==> src/rtl/noc_params.sv <==
`default_nettype none
// ============================================================================
// Module      : noc_params (package)
// Description : Shared constants and types for the mesh NoC router input port:
//               mesh geometry, VC sizing, flit format, output ports, and the
//               per-VC packet state. Also holds the XY routing function.
// Revision    : 1.0 - initial release
// ============================================================================
package noc_params;

  localparam int MESH_SIZE_X       = 4;
  localparam int MESH_SIZE_Y       = 4;
  localparam int VC_NUM            = 2;
  localparam int VC_SIZE           = $clog2(VC_NUM);
  localparam int DEST_ADDR_SIZE_X  = $clog2(MESH_SIZE_X);
  localparam int DEST_ADDR_SIZE_Y  = $clog2(MESH_SIZE_Y);
  localparam int HEAD_PAYLOAD_SIZE = 16;
  localparam int FLIT_DATA_SIZE    = DEST_ADDR_SIZE_X + DEST_ADDR_SIZE_Y + HEAD_PAYLOAD_SIZE;

  typedef enum logic [1:0] {HEAD, BODY, TAIL, HEADTAIL} flit_label_t;

  typedef enum logic [2:0] {LOCAL, NORTH, SOUTH, WEST, EAST} port_t;

  // Per-VC packet state: waiting for a head, waiting for a downstream VC,
  // streaming through the switch.
  typedef enum logic [1:0] {IDLE, VA, SA} vc_state_t;

  typedef struct packed {
    logic [DEST_ADDR_SIZE_X-1:0]  x_dest;
    logic [DEST_ADDR_SIZE_Y-1:0]  y_dest;
    logic [HEAD_PAYLOAD_SIZE-1:0] head_pl;
  } head_data_t;

  typedef union packed {
    head_data_t                head_data;
    logic [FLIT_DATA_SIZE-1:0] bt_pl;
  } flit_data_t;

  typedef struct packed {
    flit_label_t        flit_label;
    logic [VC_SIZE-1:0] vc_id;
    flit_data_t         data;
  } flit_t;

  // Dimension-ordered routing: resolve X first, then Y, else deliver locally.
  function automatic port_t xy_route(input logic [DEST_ADDR_SIZE_X-1:0] x_dest,
                                     input logic [DEST_ADDR_SIZE_Y-1:0] y_dest,
                                     input int x_cur,
                                     input int y_cur);
    port_t p;
    int    x;
    int    y;
    x = int'(x_dest);
    y = int'(y_dest);
    p = LOCAL;
    if (x < x_cur)      p = WEST;
    else if (x > x_cur) p = EAST;
    else if (y < y_cur) p = NORTH;
    else if (y > y_cur) p = SOUTH;
    return p;
  endfunction

endpackage
`default_nettype wire

==> src/rtl/vc_buffer.sv <==
`default_nettype none
// ============================================================================
// Module      : vc_buffer
// Description : One virtual channel of the router input port: flit FIFO,
//               IDLE/VA/SA packet FSM, latched route and downstream VC.
// Revision    : 1.0 - initial release
// ----------------------------------------------------------------------------
// Ports
//   clk, rst          clock; asynchronous active-low reset
//   write_i, data_i   flit addressed to this VC
//   read_i            switch grant for this VC (pops only in SA and non-empty)
//   va_valid_i        VA grant, va_new_vc_i is the granted downstream VC
//   front_flit_o      flit at the FIFO head
//   is_full_o/is_empty_o/is_on_off_o/is_allocatable_o   status
//   va_request_o/sa_request_o                           allocator requests
//   downstream_vc_o/out_port_o                          latched packet info
//   error_o           rejected write this cycle (combinational)
// ============================================================================
module vc_buffer
  import noc_params::*;
#(
  parameter int BUFFER_SIZE = 8,
  parameter int X_CURRENT   = MESH_SIZE_X / 2,
  parameter int Y_CURRENT   = MESH_SIZE_Y / 2
) (
  input  logic               clk,
  input  logic               rst,
  input  logic               write_i,
  input  flit_t              data_i,
  input  logic               read_i,
  input  logic               va_valid_i,
  input  logic [VC_SIZE-1:0] va_new_vc_i,
  output flit_t              front_flit_o,
  output logic               is_full_o,
  output logic               is_empty_o,
  output logic               is_on_off_o,
  output logic               is_allocatable_o,
  output logic               va_request_o,
  output logic               sa_request_o,
  output logic [VC_SIZE-1:0] downstream_vc_o,
  output port_t              out_port_o,
  output logic               error_o
);

  localparam int PTR_W = $clog2(BUFFER_SIZE);
  localparam int CNT_W = $clog2(BUFFER_SIZE + 1);
  localparam logic [CNT_W-1:0] FULL_CNT   = CNT_W'(BUFFER_SIZE);
  // Two slots of margin cover flits already in flight when the credit drops.
  localparam logic [CNT_W-1:0] ON_OFF_MAX = CNT_W'(BUFFER_SIZE - 2);

  flit_t              mem_q [BUFFER_SIZE];
  logic [PTR_W-1:0]   wr_ptr_q, wr_ptr_d;
  logic [PTR_W-1:0]   rd_ptr_q, rd_ptr_d;
  logic [CNT_W-1:0]   count_q, count_d;
  vc_state_t          state_q, state_d;
  logic               pkt_open_q, pkt_open_d;
  logic [VC_SIZE-1:0] downstream_vc_q, downstream_vc_d;
  port_t              out_port_q, out_port_d;

  logic w_is_head;
  logic w_full;
  logic w_empty;
  logic w_pop;
  logic w_pop_last;
  logic w_push;

  assign front_flit_o = mem_q[rd_ptr_q];
  assign w_full       = (count_q == FULL_CNT);
  assign w_empty      = (count_q == '0);
  assign w_is_head    = (data_i.flit_label == HEAD) || (data_i.flit_label == HEADTAIL);

  always_comb begin
    w_pop      = read_i && (state_q == SA) && !w_empty;
    w_pop_last = w_pop && ((front_flit_o.flit_label == TAIL) ||
                           (front_flit_o.flit_label == HEADTAIL));
    // Heads open a packet only on an idle VC; body/tail need an open packet.
    w_push     = write_i && !w_full &&
                 (w_is_head ? (state_q == IDLE) : pkt_open_q);
  end

  always_comb begin
    wr_ptr_d        = wr_ptr_q;
    rd_ptr_d        = rd_ptr_q;
    count_d         = count_q;
    state_d         = state_q;
    pkt_open_d      = pkt_open_q;
    downstream_vc_d = downstream_vc_q;
    out_port_d      = out_port_q;

    if (w_push) wr_ptr_d = wr_ptr_q + PTR_W'(1);
    if (w_pop)  rd_ptr_d = rd_ptr_q + PTR_W'(1);
    if (w_push && !w_pop)      count_d = count_q + CNT_W'(1);
    else if (!w_push && w_pop) count_d = count_q - CNT_W'(1);

    if (w_push) begin
      if (w_is_head) begin
        pkt_open_d = (data_i.flit_label == HEAD);
        out_port_d = xy_route(data_i.data.head_data.x_dest,
                              data_i.data.head_data.y_dest,
                              X_CURRENT, Y_CURRENT);
      end else if (data_i.flit_label == TAIL) begin
        pkt_open_d = 1'b0;
      end
    end

    case (state_q)
      IDLE: if (w_push && w_is_head) state_d = VA;
      VA: begin
        if (va_valid_i) begin
          state_d         = SA;
          downstream_vc_d = va_new_vc_i;
        end
      end
      SA:      if (w_pop_last) state_d = IDLE;
      default: state_d = IDLE;
    endcase
  end

  always_ff @(posedge clk or negedge rst) begin
    if (!rst) begin
      wr_ptr_q        <= '0;
      rd_ptr_q        <= '0;
      count_q         <= '0;
      state_q         <= IDLE;
      pkt_open_q      <= 1'b0;
      downstream_vc_q <= '0;
      out_port_q      <= LOCAL;
    end else begin
      wr_ptr_q        <= wr_ptr_d;
      rd_ptr_q        <= rd_ptr_d;
      count_q         <= count_d;
      state_q         <= state_d;
      pkt_open_q      <= pkt_open_d;
      downstream_vc_q <= downstream_vc_d;
      out_port_q      <= out_port_d;
    end
  end

  // Flit storage carries no reset; validity is tracked by the pointers.
  always_ff @(posedge clk) begin
    if (w_push) mem_q[wr_ptr_q] <= data_i;
  end

  assign is_full_o        = w_full;
  assign is_empty_o       = w_empty;
  assign is_on_off_o      = (count_q <= ON_OFF_MAX);
  assign is_allocatable_o = (state_q == IDLE) && w_empty;
  assign va_request_o     = (state_q == VA);
  assign sa_request_o     = (state_q == SA) && !w_empty;
  assign downstream_vc_o  = downstream_vc_q;
  assign out_port_o       = out_port_q;
  assign error_o          = write_i && !w_push;

endmodule
`default_nettype wire

==> src/rtl/noc_input_port.sv <==
`default_nettype none
// ============================================================================
// Module      : noc_input_port
// Description : Input port of a mesh wormhole router. Demultiplexes incoming
//               flits into VC_NUM virtual-channel buffers and multiplexes the
//               switch-selected VC onto the crossbar, rewriting its VC id to
//               the downstream VC obtained from VC allocation.
// Revision    : 1.0 - initial release
// ----------------------------------------------------------------------------
// Ports
//   clk, rst                    clock; asynchronous active-low reset
//   data_i, valid_flit_i        incoming flit (data_i.vc_id selects the VC)
//   sa_sel_vc_i, sa_valid_i     switch grant: VC to drive and pop
//   va_new_vc_i, va_valid_i     per-VC downstream VC grant
//   xb_flit_o                   flit to the crossbar (0 when nothing to send)
//   is_on_off_o                 per-VC credit (1 = upstream may send)
//   is_allocatable_vc_o         per-VC idle and empty
//   va_request_o, sa_request_o  per-VC allocator requests
//   sa_downstream_vc_o          per-VC latched downstream VC
//   out_port_o                  per-VC routed output port
//   is_full_o, is_empty_o       per-VC FIFO status
//   error_o                     per-VC rejected flit this cycle
// ============================================================================
module noc_input_port
  import noc_params::*;
#(
  parameter int BUFFER_SIZE = 8,
  parameter int X_CURRENT   = MESH_SIZE_X / 2,
  parameter int Y_CURRENT   = MESH_SIZE_Y / 2
) (
  input  logic                             clk,
  input  logic                             rst,
  input  flit_t                            data_i,
  input  logic                             valid_flit_i,
  input  logic [VC_SIZE-1:0]               sa_sel_vc_i,
  input  logic                             sa_valid_i,
  input  logic [VC_NUM-1:0][VC_SIZE-1:0]   va_new_vc_i,
  input  logic [VC_NUM-1:0]                va_valid_i,
  output flit_t                            xb_flit_o,
  output logic [VC_NUM-1:0]                is_on_off_o,
  output logic [VC_NUM-1:0]                is_allocatable_vc_o,
  output logic [VC_NUM-1:0]                va_request_o,
  output logic [VC_NUM-1:0]                sa_request_o,
  output logic [VC_NUM-1:0][VC_SIZE-1:0]   sa_downstream_vc_o,
  output port_t [VC_NUM-1:0]               out_port_o,
  output logic [VC_NUM-1:0]                is_full_o,
  output logic [VC_NUM-1:0]                is_empty_o,
  output logic [VC_NUM-1:0]                error_o
);

  flit_t front_flit [VC_NUM];

  for (genvar v = 0; v < VC_NUM; v++) begin : g_vc
    logic w_write;
    logic w_read;

    assign w_write = valid_flit_i && (data_i.vc_id == VC_SIZE'(v));
    assign w_read  = sa_valid_i && (sa_sel_vc_i == VC_SIZE'(v));

    vc_buffer #(
      .BUFFER_SIZE (BUFFER_SIZE),
      .X_CURRENT   (X_CURRENT),
      .Y_CURRENT   (Y_CURRENT)
    ) u_vc_buffer (
      .clk              (clk),
      .rst              (rst),
      .write_i          (w_write),
      .data_i           (data_i),
      .read_i           (w_read),
      .va_valid_i       (va_valid_i[v]),
      .va_new_vc_i      (va_new_vc_i[v]),
      .front_flit_o     (front_flit[v]),
      .is_full_o        (is_full_o[v]),
      .is_empty_o       (is_empty_o[v]),
      .is_on_off_o      (is_on_off_o[v]),
      .is_allocatable_o (is_allocatable_vc_o[v]),
      .va_request_o     (va_request_o[v]),
      .sa_request_o     (sa_request_o[v]),
      .downstream_vc_o  (sa_downstream_vc_o[v]),
      .out_port_o       (out_port_o[v]),
      .error_o          (error_o[v])
    );
  end

  // Only a VC that is streaming and holds a flit has anything meaningful to
  // present; otherwise the crossbar sees zeros.
  always_comb begin
    xb_flit_o = '0;
    if (sa_request_o[sa_sel_vc_i]) begin
      xb_flit_o       = front_flit[sa_sel_vc_i];
      xb_flit_o.vc_id = sa_downstream_vc_o[sa_sel_vc_i];
    end
  end

endmodule
`default_nettype wire

==> config.mk <==
export PLATFORM = sky130hd
export DESIGN_NAME = noc_input_port
export DESIGN_NICKNAME = d
export VERILOG_FILES = /design/src/rtl/noc_params.sv /design/src/rtl/vc_buffer.sv /design/src/rtl/noc_input_port.sv
export SDC_FILE = /design/constraint.sdc
export NUM_CORES = 1
export LEC_CHECK = 0
export BUFFER_PORTS_ARGS = -buffer_cell sky130_fd_sc_hd__clkbuf_2
export CAP_MARGIN = 30
export CORE_ASPECT_RATIO = 0.8
export CORE_MARGIN = 1
export CORE_UTILIZATION = 34
export CTS_BUF_LIST = sky130_fd_sc_hd__clkbuf_4
export DETAILED_ROUTE_END_ITERATION = 8
export SKIP_CTS_REPAIR_TIMING = 1
export SLEW_MARGIN = 40
export SYNTH_ARGS = -nofsm -noshare
export SYNTH_HDL_FRONTEND = slang
export SYNTH_SLANG_ARGS = --single-unit
==> constraint.sdc <==
create_clock -name clk -period 4.2 [get_ports clk]
set_input_delay 0.21 -clock clk [delete_from_list [all_inputs] [get_ports clk]]
set_output_delay 0.21 -clock clk [all_outputs]
set_load 0.02 [all_outputs]
After elaboration in Yosys (flattened, before gate mapping) --
Memories as Yosys holds them, arrays and structs flattened. Cells that the tools add are included.
Operators by class: $add $sub $neg 8, $lt $le $gt $ge 8, eq/ne operators 18, multiplexer cells 32, bitwise gates (word level) 3, reduce and logical (&&, ||, !) cells 53
Operators by type and width (number):
- two-way mux 23 bit | 4
- logical AND 1 bit | 26
- == test 2 bit (second input constant) | 8
- two-way mux 2 bit | 8
- two-way mux 4 bit | 4
- adder 3 x 1 -> 3 bit (second input constant) | 4
- two-way mux 1 bit | 12
- one-hot mux 2 bit (3 select lines) | 2
- AND reduction 2 bit | 6
- adder 4 x 1 -> 4 bit (second input constant) | 2
- == test 4 bit (second input constant) | 2
- less-or-equal comparator 4 x 3 -> 1 bit (second input constant) | 2
- zero test 1 bit | 8
- zero test 4 bit | 2
- != test 2 bit (second input constant) | 4
- subtractor 4 x 1 -> 4 bit (second input constant) | 2
- zero test 2 bit | 3
- two-way mux 3 bit | 2
- AND reduction 3 bit | 2
- nonzero test 2 bit | 3
- == test 2 x 1 -> 1 bit (second input constant) | 2
- greater-than comparator 2 bit (second input constant) | 2
- < comparator 2 bit (second input constant) | 2
- != test 2 x 1 -> 1 bit (second input constant) | 2
- other kinds (5) | 8
Storage, ports and cells: register bits 34, bits in writable memories 368, input bits 32, output and inout port bits 45, word-level logic and storage cells 138, memories kept 2
Memory list:
- g_vc[0].u_vc_buffer.mem_q | depth 8, width 23, read ports 1, clocked after memory_dff 0, write ports 1, RTL line vc_buffer.sv:51 | flit_t mem_q [BUFFER_SIZE];
- g_vc[1].u_vc_buffer.mem_q | depth 8, width 23, read ports 1, clocked after memory_dff 0, write ports 1, RTL line vc_buffer.sv:51

Logic depth before layout (Yosys ltp) --
Gate-level depths: netlist of the first run.
depth in word-level cells 8, depth in mapped cells 11, gate-level depth less buffers 11

Modules after synthesis --
A second synthesis of the first run with hierarchy kept.
Second synthesis, totals: cells, all modules 812, area, all modules 16185.5 um2
Modules (own cells, without submodules):
- vc_buffer (g_vc[1].u_vc_buffer) | times used 1, cells each 364, area an instance 7876.3 um2, seq. area each 5950.7 um2
- vc_buffer (g_vc[0].u_vc_buffer) | times used 1, cells each 366, area an instance 7866.3 um2, seq. area each 5950.7 um2
- noc_input_port | times used 1, cells each 82, area an instance 442.9 um2, seq. area each 0.0 um2

Worst setup path after synthesis of the first run --
Ideal clock, no wire load.
path type input-to-reg, start input port data_i[21] (netlist bit), end memory g_vc[0].u_vc_buffer.mem_q[2][0] (netlist bit), enable pin, library setup time 0.433 ns, data arrival time 3.104 ns, data required time 3.767 ns, slack 0.663 ns, stages 6, buffers on the path 0, cell sequence inv_1 > ha_1 > or3_4 > a211oi_4 > nand2b_2 > nor3b_1
Between the ends: word-level cells in the longest chain between the ends 6, elaborated cells on any way between the ends 7, those cells by class 1 x eq/ne; 3 x mux; 3 x reduce/logical
Ends and longest elaborated chain:
- start, declared | RTL line noc_input_port.sv:33 | input flit_t data_i,
- == test 2 bit / zero test 2 bit (equally long branches) | RTL line vc_buffer.sv:70 | assign w_is_head = (data_i.flit_label == HEAD) || (data_i.flit_label == HEADTAIL);
- logical OR 1 bit (*) | RTL line vc_buffer.sv:70
- two-way mux 1 bit (*) | RTL line vc_buffer.sv:78 | (w_is_head ? (state_q == IDLE) : pkt_open_q);
- logical AND 1 bit (*) | RTL line vc_buffer.sv:77 | w_push = write_i && !w_full &&
- via g_vc[0].u_vc_buffer.w_push | RTL line vc_buffer.sv:65 | logic w_push;
- two-way mux 1 bit (*) | RTL line vc_buffer.sv:141 | if (w_push) mem_q[wr_ptr_q] <= data_i;
- two-way mux 1 bit (implied by the code) (*) | RTL line vc_buffer.sv:141
- end, declared | RTL line vc_buffer.sv:51
The timed path passes the listed nets; every way through them passes the cells marked *.

==> results.txt, run 1 <==
----------------------------------------------------
[Place]
  Final weighted congestion in routability-driven placement ... 0.753
  Detailed Place HPWL ... 21200 um
  # port buffers ... 76
  Placed cell count ... 1400
  Placed standard-cell area ... 0.0165 sq mm

[Setup path]
  Capturing element type of the critical path ... output pin
  Ordered list of cells on the worst path ... nor4_2, nor2_1, a21oi_4, buf_8, nor3_1, clkbuf_2
  Endpoint of the most critical register-to-register path ... g_vc[0].u_vc_buffer.count_q[3]
  Source of the critical timing path ... g_vc[1].u_vc_buffer.count_q[0]
  Master of the slowest instance on the critical path ... sky130_fd_sc_hd__a21oi_4
  Timing endpoint of the critical path ... xb_flit_o[13]
  Longest individual stage delay on the worst path ... 0.55 ns
  Critical path fanouts, max ... 13
  Number of cells traversed by the worst register-to-register path ... 9
  Number of cells on the critical path ... 6
  Sort of element at the start of the critical path ... register
  Worst path arrival time ... 3.08 ns
  Worst setup path category ... reg2out
  Dominant delay contributor by cell family on the critical path ... simple AND/OR/NAND/NOR gates
  Buffer and inverter count on the worst path ... 2
  Worst R2R Setup Slack ... 1.39 ns
  Required arrival time at the worst endpoint ... 3.99 ns
  Worst R2R Start ... g_vc[0].u_vc_buffer.state_q[1]

[Synth]
  Synthesized area per cell ... 20.7 sq um
  Yosys warnings ... 0
  Leading area contributor after synthesis ... sky130_fd_sc_hd__edfxtp_1
  Post-Syn Nets ... 782
  Synth unique cells ... 44
  Synth async-reset ratio ... 0.0881
  Leading cell types by total area after synthesis ... sky130_fd_sc_hd__edfxtp_1, sky130_fd_sc_hd__mux4_2, sky130_fd_sc_hd__dfrtp_1
  Synthesized area ... 0.0152 sq mm
  Most frequent cell after synthesis ... sky130_fd_sc_hd__edfxtp_1
  Register area share after synthesis ... 0.749
  Commonest register cell after synthesis ... sky130_fd_sc_hd__edfxtp_1
  Yosys top cell area share ... 0.693
  Most frequent cells after synthesis ... sky130_fd_sc_hd__edfxtp_1, sky130_fd_sc_hd__mux4_2, sky130_fd_sc_hd__o22ai_1
  Mapped Cells ... 736
  Seq cells post-synth ... 386
  EDFF count, synth ... 352

[Power]
  Peak supply drop ... 375 uV
  Power Dens Cells ... 599 mW/mm^2
  Leakage power of the design ... 0.00608 uW

[Status]
  Run status ... complete, no violations

[CTS]
  CTS Buf Count ... 93
  Clk sinks ... 386
  Clock tree from TritonCTS ... yes
  Level count of the clock H-tree ... 3
  Clock Root Buffer ... sky130_fd_sc_hd__clkbuf_4
  Reg clk slew, reported paths ... 0.08 ns
  Max clock buf depth ... 3
  Clk_lat worst skew ... 0.77 ns

[Floorplan]
  Core area ... 0.0443 sq mm
  Boundary pin count ... 77
  Die outline area ... 0.0457 sq mm
  Die Span Y ... 191 um
  Row cnt ... 69
  Width of the die ... 239 um
  Effective utilization at floorplan ... 0.344

[Layout]
  NumNets Final ... 974
  Share of cells above drive strength 1 ... 0.395
  Area added between synthesis and finish ... 18.4%
  Summed area of non-filler cells in the final layout ... 0.0180 sq mm
  Filler-free cell count of the finished design ... 1602
  Filler Cells Inserted ... 3979
  Layout Utilization ... 0.408
  Storage element area ... 0.0114 sq mm
  Area of the multi-input gates ... 0.00359 sq mm

[Route]
  Iteration count of the initial detailed-routing pass ... 4
  Final routed DRC violation total ... 0
  Overall via count from detail_route ... 7923
  Ratio of routed vias to standard cells ... 4.95
  Total length of routed wires ... 34700 um
  Detail Route Antenna Nets ... 0
  Routed wirelength normalized by instance count ... 21.7 um
  Number of design-rule violations left by the first detailed-router iteration ... 639

[GRT]
  Wire length of the first global-routing pass ... 51300 um
  Vias in the first global route ... 7992
  Total global-route track usage ... 0.155
  Number of antenna violations at the first check in global routing ... 2
  GRT overflow ... 0
  Pin count of the biggest net entering global routing ... 40

[STA]
  Setup skew after layout ... 0.0620 ns
  Final-layout setup total negative slack ... 0 ns
  Setup repair after global routing missed its margin ... no
  Min cycle time layout ... 3.29 ns
  Final Max Slew Viols ... 0
  Maximum frequency from static timing analysis ... 0.304 GHz
  Final period utilization ... 0.783
  Number of setup violations in the final report ... 0
  Normalized max-slew margin ... 0.506
  Hold violation count in the final report ... 0
  Worst slew pin tran ... 0.736 ns

[Min path]
  Classification of the worst-slack hold path ... in2reg

[Run]
  Total of max-cap violations ... 0

----------------------------------------------------
==> registers in the layout (all words and copies together) (netlist names) <==
register / cells
g_vc.u_vc_buffer.wr_ptr_q: 6
g_vc.u_vc_buffer.state_q: 4
g_vc.u_vc_buffer.count_q: 8
g_vc.u_vc_buffer.rd_ptr_q: 6
g_vc.u_vc_buffer.out_port_o: 6
g_vc.u_vc_buffer.mem_q: 352
g_vc.u_vc_buffer.downstream_vc_o: 2
g_vc.u_vc_buffer.pkt_open_q: 2
==> kinds of logic after synthesis <==
family	after synthesis	synth area share
AOI/OAI and AO/OA	60	0.0269
xor gates and xnor gates	14	0.00804
adders and majority gates	14	0.0125
buffers and inverters	57	0.0208
DFF	386	0.749
muxes	108	0.144
and+or+nand+nor	97	0.0382
==> worst min-delay path, delay by kind of cell <==
kind	cells	cell delay, ns
buffers and inverters	1	0.22
and+or+nand+nor	4	0.32
==> cells in the final DEF, fill, tap and decap left out, drive strengths merged, types with 15 or more instances in the layout <==
cell type	instances
nand2	22
dlygate4sd3	35
buf	35
o22ai	42
clkbuf	215
edfxtp	352
nor3	30
clkinv	19
dfrtp	34
mux2	15
mux4	88
==> layer usage <==
layer  routed length (um)  up-vias  GRT usage
li1                     -     3480          -
met1                15800     4165      0.218
met2                16500      237      0.236
met3                 1900       41     0.0409
met4                  582        0     0.0483
met5                    0        -          0
==> report_power, final <==
group / switching, uW / total (uW) / internal, uW / leakage, uW
Sequential: 357 / 4850 / 4490 / 0.00358
Combinational: 1550 / 2910 / 1360 / 0.00178
Clock: 1430 / 3060 / 1630 / 0.000717
==> cell type report <==
| class | count | area share |
|---|---|---|
| Antenna cell | 2 | 0.000277 |
| Clock buffer | 139 | 0.0578 |
| Clock inverter | 25 | 0.00818 |
| Inverter | 8 | 0.00166 |
| Multi-Input combinational cell | 293 | 0.199 |
| Sequential cell | 386 | 0.633 |
| Tap cell | 603 | 0.0418 |
| Timing Repair Buffer | 146 | 0.0584 |
==> worst min-delay path by stage <==
stage,start,endpoint,depth (start not counted)
final,sa_sel_vc_i,g_vc[1].u_vc_buffer.rd_ptr_q[1],5
after global routing,sa_sel_vc_i,g_vc[1].u_vc_buffer.rd_ptr_q[1],5
after CTS,rst,g_vc[0].u_vc_buffer.out_port_o[2],1
after detailed placement,rst,g_vc[1].u_vc_buffer.out_port_o[2],1
after global placement,rst,g_vc[1].u_vc_buffer.out_port_o[2],1
after floorplan,rst,g_vc[0].u_vc_buffer.count_q[0],0
==> per-stage QoR <==
step / hold WS (ns) / total power, uW / worst slack (ns)
after detailed placement: 0.228 / 7850 / 0.848
after CTS: -0.637 / 10900 / 0.809
after global routing: -0.00784 / 11400 / 0.647
final: 0.0184 / 10800 / 0.913
after global placement: 0.373 / 7810 / 0.948
after floorplan: -0.0856 / 6960 / 0.663
Power figures use the tool's default switching activity.
==> inputs of run 2 (changes only) <==
Settings changed: ABC_AREA set to 1.
Clock period 4.2 ns to 2.7 ns, I/O delays scaled along.
==> run 2 against run 1 <==
Effect of this change: clock power is 68% higher; count of clock-buffer cells in the layout is 10 higher; die area is 14% higher; sequential power is 50% higher; flip-flop and latch count stayed put; non-clock buffer count is 48 higher; clock skew is 0.024 ns lower; final cell count is 70% higher; area after synthesis is 14% higher.
==> results.txt, run 2 <==
----------------------------------------------------
[Place]
  Detailed Place HPWL ... 28800 um
  Final weighted congestion in routability-driven placement ... 0.869
  # port buffers ... 76
  Placement Setup Slack ... 0.218 ns

[Setup path]
  Required arrival time at the worst endpoint ... 2.57 ns
  Worst path arrival time ... 2.51 ns
  Buffer and inverter count on the worst path ... 3
  Ordered list of cells on the worst path ... buf_4, clkbuf_16, nand2_1, nand3_1, nand3_1, a21oi_1, nor2_1, buf_4
  Sort of element at the start of the critical path ... register
  Dominant delay contributor by cell family on the critical path ... buffers and inverters
  Critical path fanouts, max ... 23
  Worst setup path category ... reg2out
  Capturing element type of the critical path ... output pin
  Longest individual stage delay on the worst path ... 0.46 ns
  Master of the slowest instance on the critical path ... sky130_fd_sc_hd__dfrtp_2

[GRT]
  Met3 track demand over resource ... 0.0475
  Fraction of met1 tracks used by global routing ... 0.269
  Top Usage Layer GRT ... met1
  GRT overflow ... 0
  Wire length of the first global-routing pass ... 70800 um
  Vias in the first global route ... 11839
  Number of antenna violations at the first check in global routing ... 3
  Met2 Resource Use GR ... 0.262
  Pin count of the biggest net entering global routing ... 91
  Total global-route track usage ... 0.183

[CTS]
  Clock tree from TritonCTS ... yes
  CTS Buf Count ... 96
  Clock Root Buffer ... sky130_fd_sc_hd__clkbuf_4
  Reg clk slew, reported paths ... 0.07 ns
  Clk sinks ... 386
  Level count of the clock H-tree ... 3
  Clk_lat worst skew ... 0.81 ns
  Max clock buf depth ... 3

[Synth]
  Yosys warnings ... 0
  Most frequent cell after synthesis ... sky130_fd_sc_hd__nand2_1
  Yosys top cell area share ... 0.608
  Post-Syn Nets ... 1811
  Commonest register cell after synthesis ... sky130_fd_sc_hd__edfxtp_1
  Synth unique cells ... 27
  Leading cell types by total area after synthesis ... sky130_fd_sc_hd__edfxtp_1, sky130_fd_sc_hd__nand2_1, sky130_fd_sc_hd__inv_1
  Synthesized area ... 0.0174 sq mm
  EDFF count, synth ... 352
  Seq cells post-synth ... 386
  Mapped Cells ... 1765
  Most frequent cells after synthesis ... sky130_fd_sc_hd__nand2_1, sky130_fd_sc_hd__edfxtp_1, sky130_fd_sc_hd__inv_1
  Leading area contributor after synthesis ... sky130_fd_sc_hd__edfxtp_1
  Register area share after synthesis ... 0.656
  Synth async-reset ratio ... 0.0881
  Synthesized area per cell ... 9.86 sq um

[Layout]
  Share of cells above drive strength 1 ... 0.203
  Filler Cells Inserted ... 4821
  Register bank with the most flops ... g_vc.u_vc_buffer.mem_q
  NumNets Final ... 2017
  Largest registers in the final layout ... g_vc.u_vc_buffer.mem_q x352, g_vc.u_vc_buffer.count_q x8
  Most frequent standard cell in the layout excluding fill and tap cells ... sky130_fd_sc_hd__nand2_1
  Number of flip-flops under the largest register name ... 352
  Commonest cells after routing, fill and taps aside ... sky130_fd_sc_hd__nand2_1, sky130_fd_sc_hd__edfxtp_1, sky130_fd_sc_hd__inv_1, sky130_fd_sc_hd__nand3_1, sky130_fd_sc_hd__clkbuf_4
  Area added between synthesis and finish ... 22.2%
  Diodes inserted ... 0
  Layout Utilization ... 0.424

[STA]
  Number of setup violations in the final report ... 0
  Setup repair after global routing missed its margin ... yes
  Final period utilization ... 0.979
  Maximum frequency from static timing analysis ... 0.378 GHz
  Worst Setup Slack, final ... 0.0574 ns
  Min cycle time layout ... 2.64 ns
  Setup skew after layout ... 0.0376 ns
  Final-layout setup total negative slack ... 0 ns
  Normalized max-slew margin ... 0.545
  Final Max Slew Viols ... 0
  Worst slew pin tran ... 0.683 ns
  Hold violation count in the final report ... 0

[Floorplan]
  Boundary pin count ... 77
  Effective utilization at floorplan ... 0.347
  Die outline area ... 0.0521 sq mm
  Die Span Y ... 204 um
  Row cnt ... 73
  Core area ... 0.0501 sq mm
  Width of the die ... 255 um

[Power]
  Power Dens Cells ... 992 mW/mm^2
  Clk pwr share ... 0.244
  Switching Power ... 8490 uW
  Sequential group share of total power ... 0.346
  Peak supply drop ... 593 uV
  Leakage power of the design ... 0.00951 uW
  Switching Fraction ... 0.402
  Cell internal power dissipation ... 12600 uW
  Share of total power in combinational logic ... 0.410

[Run]
  Total of max-cap violations ... 0

[Route]
  Routed wirelength normalized by instance count ... 18.9 um
  Total length of routed wires ... 51400 um
  Final routed DRC violation total ... 0
  Overall via count from detail_route ... 12846
  Iteration count of the initial detailed-routing pass ... 6
  Ratio of routed vias to standard cells ... 4.72
  Detail Route Antenna Nets ... 0
  Number of design-rule violations left by the first detailed-router iteration ... 1433

[Min path]
  Classification of the worst-slack hold path ... in2reg

[Status]
  Run status ... complete, no violations

----------------------------------------------------
-- run 2: changes by cell type after synthesis, sizes merged, moves of 17 or more --
| cell | delta |
|---|---|
| nand2 | +522 |
| inv | +349 |
| nand3 | +253 |
| mux4 | -88 |
| nor2 | +42 |
| o22ai | -42 |
| buf | +39 |
| nor3 | -27 |
| a21oi | +19 |
| o21ai | +17 |
-- run 2: final timing paths --
path | slack [ns] | to | startpoint | cells past startpoint
setup / recovery | 0.06 | xb_flit_o[2] | g_vc[0].u_vc_buffer.rd_ptr_q[0] | 8
hold / removal | 0.07 | g_vc[0].u_vc_buffer.rd_ptr_q[1] | sa_sel_vc_i | 7
setup reg to reg | 0.52 | g_vc[1].u_vc_buffer.count_q[3] | g_vc[1].u_vc_buffer.count_q[0] | 16
hold reg to reg | 0.53 | g_vc[1].u_vc_buffer.wr_ptr_q[2] | g_vc[1].u_vc_buffer.wr_ptr_q[2] | 2
max in group asynchronous | 2.08 | g_vc[1].u_vc_buffer.count_q[0] | rst | 4
min in group asynchronous | 0.39 | g_vc[0].u_vc_buffer.count_q[1] | rst | 4
-- run 2: metal layers --
layer | vias to the layer above | wire length, um
met5 | - | 13
met1 | 6068 | 23200
met4 | 2 | 1050
met3 | 87 | 5370
met2 | 625 | 21800
li1 | 6064 | -
-- run 2: cells by family after synthesis --
logic type,Yosys count,synth area share
mux,2,0.00129
compound gates,47,0.0142
fa+ha+maj,14,0.0109
flops,386,0.656
simple gates,861,0.206
xor+xnor,10,0.00503
buf+inv,445,0.106
-- run 2: cell type report --
| class | instances | area [sq um] | area share |
|---|---|---|---|
| clock buffers | 149 | 1120 | 0.0526 |
| clock inverters | 23 | 150 | 0.00706 |
| inverters | 357 | 1380 | 0.0650 |
| multi-input cells | 934 | 4460 | 0.210 |
| flip-flops and latches | 386 | 11400 | 0.537 |
| well taps | 675 | 845 | 0.0397 |
| repair buffers | 194 | 1870 | 0.0880 |
| repair inverters | 2 | 13.8 | 0.000647 |
-- run 2: stage by stage --
| step | instance area (sq um) | hold WS [ns] | std cells | total power [uW] |
|---|---|---|---|---|
| after global placement | 18700 | 0.339 | 2479 | 14100 |
| final | 21300 | 0.0669 | 2720 | 21100 |
| after detailed placement | 18700 | 0.183 | 2479 | 14100 |
| after CTS | 20000 | -0.705 | 2651 | 19300 |
| after floorplan | 17400 | -0.161 | 1765 | 11900 |
| after global routing | 21300 | 0.0544 | 2720 | 22200 |
-- run 2: power by group through the flow --
stage	logic [uW]	registers (uW)	clock network, uW
2_1_floorplan	4550	7350	0
3_3_place_gp	6760	7350	0
3_5_place_dp	6790	7360	0
4_1_cts	6810	7240	5260
5_1_grt	9310	7340	5570
6_report	8660	7290	5140
-- run 2: worst reg2reg max path: cells and delay by family (launching register included) --
| family | cells | cell delay, ns |
|---|---|---|
| adders and majority gates | 2 | 0.45 |
| AOI/OAI and AO/OA | 2 | 0.28 |
| DFF | 1 | 0.44 |
| and+or+nand+nor | 8 | 0.65 |
| buffers and inverters | 4 | 0.28 |
==> inputs of run 3 (changes only) <==
Settings changed: BUFFER_PORTS_ARGS -buffer_cell sky130_fd_sc_hd__clkbuf_2 to unset, DONT_BUFFER_PORTS set to 1.
==> run 3 against run 2 <==
Effect of this change: core utilization shrank 1.4 points; maximum frequency grew 1.9%; combinational power shrank 15%; sequential share of layout area grew 1.8 points.
==> results.txt, run 3 (synthesis gave the netlist of run 2 again) <==
----------------------------------------------------
[Status]
  Run status ... complete, no violations

[Layout]
  Share of cells above drive strength 1 ... 0.153
  Summed area of non-filler cells in the final layout ... 0.0206 sq mm
  Register bank with the most flops ... g_vc.u_vc_buffer.mem_q
  Most frequent standard cell in the layout excluding fill and tap cells ... sky130_fd_sc_hd__nand2_1
  NumNets Final ... 1944
  Number of flip-flops under the largest register name ... 352
  Area added between synthesis and finish ... 18.3%
  Filler Cells Inserted ... 4809
  Largest registers in the final layout ... g_vc.u_vc_buffer.mem_q x352, g_vc.u_vc_buffer.count_q x8
  Commonest cells after routing, fill and taps aside ... sky130_fd_sc_hd__nand2_1, sky130_fd_sc_hd__edfxtp_1, sky130_fd_sc_hd__inv_1, sky130_fd_sc_hd__nand3_1, sky130_fd_sc_hd__clkbuf_4

[Setup path]
  Critical path fanouts, max ... 23
  Worst R2R Setup Slack ... 0.25 ns
  Sort of element at the start of the critical path ... register
  Worst setup path category ... reg2out
  Worst path arrival time ... 2.46 ns
  Required arrival time at the worst endpoint ... 2.57 ns
  Capturing element type of the critical path ... output pin

[Floorplan]
  Die Span Y ... 204 um
  Boundary pin count ... 77
  Core area ... 0.0501 sq mm
  Row cnt ... 73
  Die outline area ... 0.0521 sq mm
  Width of the die ... 255 um
  Effective utilization at floorplan ... 0.347

[STA]
  Normalized max-slew margin ... 0.471
  Final Max Slew Viols ... 0
  Maximum frequency from static timing analysis ... 0.386 GHz
  Min cycle time layout ... 2.59 ns
  Worst Setup Slack, final ... 0.107 ns
  Setup skew after layout ... 0.0480 ns
  Final period utilization ... 0.960
  Final-layout setup total negative slack ... 0 ns
  Hold violation count in the final report ... 0
  Number of setup violations in the final report ... 0
  Setup repair after global routing missed its margin ... yes
  Worst slew pin tran ... 0.790 ns

[CTS]
  Clk_lat worst skew ... 0.81 ns
  Reg clk slew, reported paths ... 0.07 ns
  Clock tree from TritonCTS ... yes
  CTS Buf Count ... 95
  Max clock buf depth ... 3
  Clk sinks ... 386
  Level count of the clock H-tree ... 3
  Clock Root Buffer ... sky130_fd_sc_hd__clkbuf_4

[Power]
  Leakage power of the design ... 0.00905 uW
  Peak supply drop ... 571 uV
  Power Dens Cells ... 956 mW/mm^2

[Place]
  # port buffers ... 0
  Placed standard-cell area ... 0.0183 sq mm
  Final weighted congestion in routability-driven placement ... 0.824
  Placement Setup Slack ... 0.402 ns
  Detailed Place HPWL ... 26500 um

[Route]
  Routed wirelength normalized by instance count ... 17.4 um
  Total length of routed wires ... 46100 um
  Number of design-rule violations left by the first detailed-router iteration ... 898
  Iteration count of the initial detailed-routing pass ... 5
  Detail Route Antenna Nets ... 0
  Overall via count from detail_route ... 12380
  Final routed DRC violation total ... 0
  Ratio of routed vias to standard cells ... 4.67

[GRT]
  Pin count of the biggest net entering global routing ... 91
  Total global-route track usage ... 0.169
  GRT overflow ... 0
  Vias in the first global route ... 11919
  Number of antenna violations at the first check in global routing ... 8
  Wire length of the first global-routing pass ... 66400 um

[Run]
  Total of max-cap violations ... 0

[Min path]
  Classification of the worst-slack hold path ... in2reg

----------------------------------------------------
run 3: cell types whose count changed in the layout (fill, tap and decap cells not counted), sizes merged:
| cell | before | now |
|---|---|---|
| clkbuf | 213 | 146 |
| buf | 94 | 75 |
| dlygate4sd3 | 36 | 44 |
| diode | 0 | 6 |
| inv | 355 | 357 |
| clkinv | 23 | 22 |
run 3: per-layer routing:
layer / vias to the layer above / routed length, um / global-route usage
met4: 8 / 787 / 0.0545
li1: 5932 / - / -
met2: 429 / 21000 / 0.261
met3: 74 / 3430 / 0.0466
met1: 5937 / 20800 / 0.229
met5: - / 49 / 0
run 3: area by class of cell:
cell class | instances | area (sq um) | area share
Antenna cell | 6 | 15.0 | 0.000730
Clock buffer | 141 | 1060 | 0.0514
Clock inverter | 26 | 160 | 0.00778
Inverter | 357 | 1360 | 0.0659
Multi-Input combinational cell | 934 | 4410 | 0.214
Sequential cell | 386 | 11400 | 0.556
Tap cell | 675 | 845 | 0.0410
Timing Repair Buffer | 124 | 1300 | 0.0632
run 3: worst paths after layout:
path,startpoint,to,depth (start not counted)
hold / removal,va_new_vc_i[0],g_vc[0].u_vc_buffer.downstream_vc_o,2
hold reg to reg,g_vc[0].u_vc_buffer.wr_ptr_q[2],g_vc[0].u_vc_buffer.wr_ptr_q[2],2
max in group asynchronous,rst,g_vc[0].u_vc_buffer.count_q[0],4
setup / recovery,g_vc[0].u_vc_buffer.rd_ptr_q[0],xb_flit_o[22],9
min in group asynchronous,rst,g_vc[1].u_vc_buffer.wr_ptr_q[1],4
setup reg to reg,g_vc[0].u_vc_buffer.state_q[0],g_vc[0].u_vc_buffer.out_port_o[2],9
run 3: report_power, final:
group / switching (uW) / total [uW] / internal [uW]
Clock: 2390 / 4960 / 2570
Combinational: 4880 / 7340 / 2460
Sequential: 386 / 7370 / 6980
Total: 7660 / 19700 / 12000
run 3: critical path, cell delays in order (launching register included):
cell                        delay, ns
sky130_fd_sc_hd__dfrtp_2         0.48
sky130_fd_sc_hd__buf_4           0.22
sky130_fd_sc_hd__clkbuf_16       0.24
sky130_fd_sc_hd__nand2_1         0.07
sky130_fd_sc_hd__nand3_1         0.08
sky130_fd_sc_hd__nand2_1         0.07
sky130_fd_sc_hd__nand2_1         0.08
sky130_fd_sc_hd__nand2_1         0.13
sky130_fd_sc_hd__nor2_1          0.21
sky130_fd_sc_hd__nor2_4          0.08
run 3: through the flow:
stage / cells / util / total power [uW] / hold slack (ns)
after floorplan: 1765 / - / 11900 / -0.161
after global placement: 2415 / 0.365 / 13500 / -0.159
after detailed placement: 2415 / 0.365 / 13600 / -0.160
after CTS: 2582 / 0.390 / 18600 / -1.06
after global routing: 2648 / 0.410 / 20800 / -0.0146
final: 2649 / 0.410 / 19700 / 0.0493
